**config.mk**
```make
export PLATFORM = sky130hd
export DESIGN_NAME = rf_write_arbiter
export DESIGN_NICKNAME = d
export VERILOG_FILES = /design/src/rtl/rf_write_arbiter.sv
export SDC_FILE = /design/constraint.sdc
export NUM_CORES = 1
export LEC_CHECK = 0
export ABC_AREA = 1
export CAP_MARGIN = 15
export CORE_ASPECT_RATIO = 1.2
export CORE_MARGIN = 4
export CORE_UTILIZATION = 45
export DETAILED_ROUTE_END_ITERATION = 8
export DONT_BUFFER_PORTS = 1
export GPL_TIMING_DRIVEN = 0
export PLACE_DENSITY = 0.61
export SYNTH_ARGS = -nofsm -noshare
export SYNTH_HDL_FRONTEND = slang
export SYNTH_SLANG_ARGS = --single-unit
```
**constraint.sdc**
```tcl
create_clock -name clk -period 1.6 [get_ports clk]
set_input_delay 0.32 -clock clk [delete_from_list [all_inputs] [get_ports clk]]
set_output_delay 0.32 -clock clk [all_outputs]
set_load 0.02 [all_outputs]
```
**src/rtl/rf_write_arbiter.sv**
```systemverilog
// Two-requester write-port arbiter for the 8x8 register file.
// Optional pending-register mask built when RFARB_PENDING_EN is defined.
module rf_write_arbiter #(
    parameter int DATA_W   = 8,
    parameter int ADDR_W   = 3,
    parameter int NUM_REGS = 8
) (
    input  logic                clk,
    input  logic                rst,
    input  logic                req0Valid,
    output logic                req0Ready,
    input  logic [ADDR_W-1:0]   req0Reg,
    input  logic [DATA_W-1:0]   req0Data,
    input  logic                req1Valid,
    output logic                req1Ready,
    input  logic [ADDR_W-1:0]   req1Reg,
    input  logic [DATA_W-1:0]   req1Data,
    output logic                regWrite,
    output logic [ADDR_W-1:0]   writeReg,
    output logic [DATA_W-1:0]   writeData,
    output logic [NUM_REGS-1:0] pendingMask
);

    logic              full0, full1;
    logic [ADDR_W-1:0] reg0_q, reg1_q;
    logic [DATA_W-1:0] data0_q, data1_q;
    logic              last_grant;
    logic              age1_older;
    logic              grant0, grant1;
    logic              acc0, acc1;

    // last_grant=1 means req1 won last; age1_older=1 means buf1 holds the older entry
    always_comb begin
        grant0 = 1'b0;
        grant1 = 1'b0;
        if (full0 && full1) begin
            if (reg0_q == reg1_q)
                grant0 = !age1_older;
            else
                grant0 = last_grant;
            grant1 = !grant0;
        end else begin
            grant0 = full0;
            grant1 = full1;
        end
    end

    assign req0Ready = !full0 || grant0;
    assign req1Ready = !full1 || grant1;
    assign acc0      = req0Valid && req0Ready;
    assign acc1      = req1Valid && req1Ready;

    always_ff @(posedge clk or posedge rst) begin
        if (rst) begin
            full0      <= 1'b0;
            full1      <= 1'b0;
            reg0_q     <= '0;
            reg1_q     <= '0;
            data0_q    <= '0;
            data1_q    <= '0;
            last_grant <= 1'b1;
            age1_older <= 1'b0;
        end else begin
            if (acc0) begin
                full0   <= 1'b1;
                reg0_q  <= req0Reg;
                data0_q <= req0Data;
            end else if (grant0) begin
                full0 <= 1'b0;
            end
            if (acc1) begin
                full1   <= 1'b1;
                reg1_q  <= req1Reg;
                data1_q <= req1Data;
            end else if (grant1) begin
                full1 <= 1'b0;
            end
            if (grant0 || grant1)
                last_grant <= grant1;
            // A fresh entry is always younger; a same-edge pair orders req0 first
            if (acc0 && !acc1)
                age1_older <= 1'b1;
            else if (acc1)
                age1_older <= 1'b0;
        end
    end

    always_ff @(posedge clk or posedge rst) begin
        if (rst) begin
            regWrite  <= 1'b0;
            writeReg  <= '0;
            writeData <= '0;
        end else begin
            regWrite <= grant0 || grant1;
            if (grant0) begin
                writeReg  <= reg0_q;
                writeData <= data0_q;
            end else if (grant1) begin
                writeReg  <= reg1_q;
                writeData <= data1_q;
            end
        end
    end

`ifdef RFARB_PENDING_EN
    logic [NUM_REGS-1:0] pend;

    always_comb begin
        pend = '0;
        if (full0)
            pend[reg0_q] = 1'b1;
        if (full1)
            pend[reg1_q] = 1'b1;
        if (regWrite)
            pend[writeReg] = 1'b1;
    end

    assign pendingMask = pend;
`else
    assign pendingMask = '0;
`endif

endmodule

```
==> impl_metrics.json <==
{
  "syn_area_per_cell_sq_um": 8.31,
  "final_antenna_net_count": 0,
  "port_buffers": 0,
  "io_pins": 48,
  "ys_ff_latch": 38,
  "crit_family": "flip-flops",
  "cts.sinks": 38,
  "dieArea_sq_um": 5230,
  "slew_violations": 0,
  "drt-initial-drc-count": 81,
  "ir_worst_vdd_mv": 1.01,
  "syn_area_sq_um": 1860,
  "areaGrowthSynthToFinish_pct": 19.2,
  "power.leakage_nw": 1.22,
  "ys_types": 19,
  "antenna_found_initial": 0,
  "antennaDiodeCount": 0,
  "startpoint_type": "register",
  "die_x_um": 66.7,
  "yosysSeqAreaShare": 0.512,
  "max_cap_viol_count": 0,
  "rr_worst_depth": 10,
  "rsz0062_at_grt": "yes",
  "synth_warnings": 0,
  "postSynthCellCount": 224,
  "path_buf_inv": 1,
  "arrival_ns": 1.39,
  "drc": 0,
  "dp_hpwl_mm": 2.73,
  "cp.depth": 5,
  "path_class": "register to output pin",
  "grt_pass1_vias": 1406,
  "fin_crit_sh": 1.07,
  "path_cells": "xnor2_2 > nand3_2 > nand2_2 > nand3_4 > buf_8",
  "status": "finished with violations",
  "hold_path.class": "input port to asynchronous set/reset pin",
  "cts_root_buf": "clkbuf_8",
  "cts_tree": "yes",
  "timing.rr.end": "writeData[5]",
  "slowest_stage": "dfrtp_1",
  "grt_max_degree": 39,
  "start_util": 0.468,
  "htree_num_levels": 2,
  "finalNetCount": 273,
  "gp_congestion": 0.773,
  "layout_common_cells": "nand2_1 (78), dfrtp_1 (37), nand3_1 (32)",
  "period_needed_ns": 1.71,
  "final_common_cell": "nand2_1",
  "slew_headroom": 0.493,
  "worstMarginPinSlew_ns": 0.759,
  "fmax_mhz": 586,
  "crit_required_ns": 1.28,
  "reg2reg_slack_ns": 0,
  "die_h_um": 78.4,
  "finClkSkew_ns": 0.00869,
  "dp_cells": 285,
  "drive_gt1_frac": 0.185,
  "critPathMaxStageDelay_ns": 0.42,
  "path_clk_slew_ns": 0.07,
  "failed_checks": "negative setup slack",
  "core_area_sq_um": 3970,
  "setup_slack_ns": -0.107,
  "rr_startpoint": "reg1_q[2]",
  "wl_per_cell_um": 13.6,
  "insertion_delay_ns": 0.29,
  "vias": 1425,
  "routed_wl_mm": 4.11,
  "finalHoldViolCount": 0,
  "fillers": 402,
  "fin_tns_setup_ns": -0.207,
  "cts_inserted_buffers": 5,
  "critPathMaxFanout": 5,
  "drtPass1Iterations": 4,
  "grt_pass1_wl_mm": 6.58,
  "end_kind": "output pin",
  "setup_violations": 3,
  "cts_buffer_depth": 2,
  "instances_no_fill": 302,
  "num_rows": 25,
  "track_usage": 0.168,
  "gr-total-overflow": 0,
  "vias_per_cell": 4.72,
  "power_density_nw_per_um2": 2120
}
## sequential cells by signal, summed over array words and instances, names as in the netlist
signal	cells
data0_q	8
data1_q	8
writeData	8
reg0_q	3
reg1_q	3
writeReg	3
age1_older	1
full0	1
full1	1
last_grant	1
regWrite	1
## cell usage after synthesis, drive strengths merged
library cell,n,share of area
nand3,36,0.11
nand2,85,0.17
mux2i,9,0.048
conb,1,0.0020
o21ai,2,0.0054
xnor2,1,0.0087
nand4,2,0.0067
a21oi,1,0.0027
inv,31,0.063
nor2,1,0.0061
dfrtp,37,0.50
dfstp,1,0.014
buf,14,0.059
clkbuf,3,0.0061
## power breakdown
part / internal, mW / switching (mW)
Sequential: 1.40 / 0.490
Clock: 0.301 / 0.310
Combinational: 0.956 / 1.24
## metal layers
metal | routed length, um | global-route usage | vias to the layer above
li1 | - | - | 717
met1 | 1700 | 0.213 | 657
met2 | 2020 | 0.263 | 45
met3 | 323 | 0.0443 | 6
met4 | 72 | 0.0793 | 0
met5 | 0 | 0 | -
## worst register-to-register path: stages (launching register included)
cell     delay [ns]
dfrtp_1        0.42
xnor2_2        0.22
nand3_2        0.13
nand2_2        0.10
nand3_4        0.07
buf_4          0.18
nand2_4        0.09
buf_6          0.12
nand2_1        0.07
nand2_1        0.06
inv_1          0.03
## how the worst max path moves through the flow
stage                   start  slack, ns          end
finish              reg1_q[2]      -0.11    req0Ready
global route        reg1_q[2]      -0.19    req1Ready
CTS                 reg0_q[2]      -0.12    req0Ready
detailed placement  reg1_q[2]       0.09    req1Ready
global placement          rst       0.02  writeReg[0]
floorplan           reg1_q[2]       0.20    req1Ready
## repair_timing
item | in CTS | in global routing
setup buffers | 3 | 2
hold buffers | 0 | 0
pin swaps | 3 | 6
setup endpoints to repair | 2 | 35
gates resized for setup | 8 | 21
cloned | 1 | 3
## cell type report
class	instances	area (sq um)	area share
inverters	31	116	0.0525
flip-flops and latches	38	952	0.429
clock buffers	6	72.6	0.0327
clock inverters	2	10.0	0.00451
repair buffers	9	103	0.0462
plain buffers	17	146	0.0660
multi-input cells	145	751	0.338
well taps	54	67.6	0.0305
## kinds of logic (layout without fill, tap and decap cells)
kind of cell / after synthesis / in the layout / share of synthesized area
flops: 38 / 38 / 0.512
compound gates: 3 / 3 / 0.00807
other cells: 1 / 8 / 0.00202
simple gates: 124 / 124 / 0.293
buf+inv: 48 / 65 / 0.128
xor+xnor: 1 / 1 / 0.00874
mux: 9 / 9 / 0.0484
## through the flow
stage               setup WS (ns)  cell area, sq um  total power, mW  utilization  hold WS (ns)
floorplan                   0.195              1890             3.27            -         0.441
global placement           0.0238              1950             3.63        0.492         0.456
detailed placement         0.0866              1950             3.67        0.492         0.385
CTS                        -0.122              2120             4.53        0.534        0.0703
global route               -0.185              2220             5.13        0.558         0.119
finish                     -0.107              2220             4.70        0.558        0.0417
No activity file was read; power rests on OpenSTA's default activity.
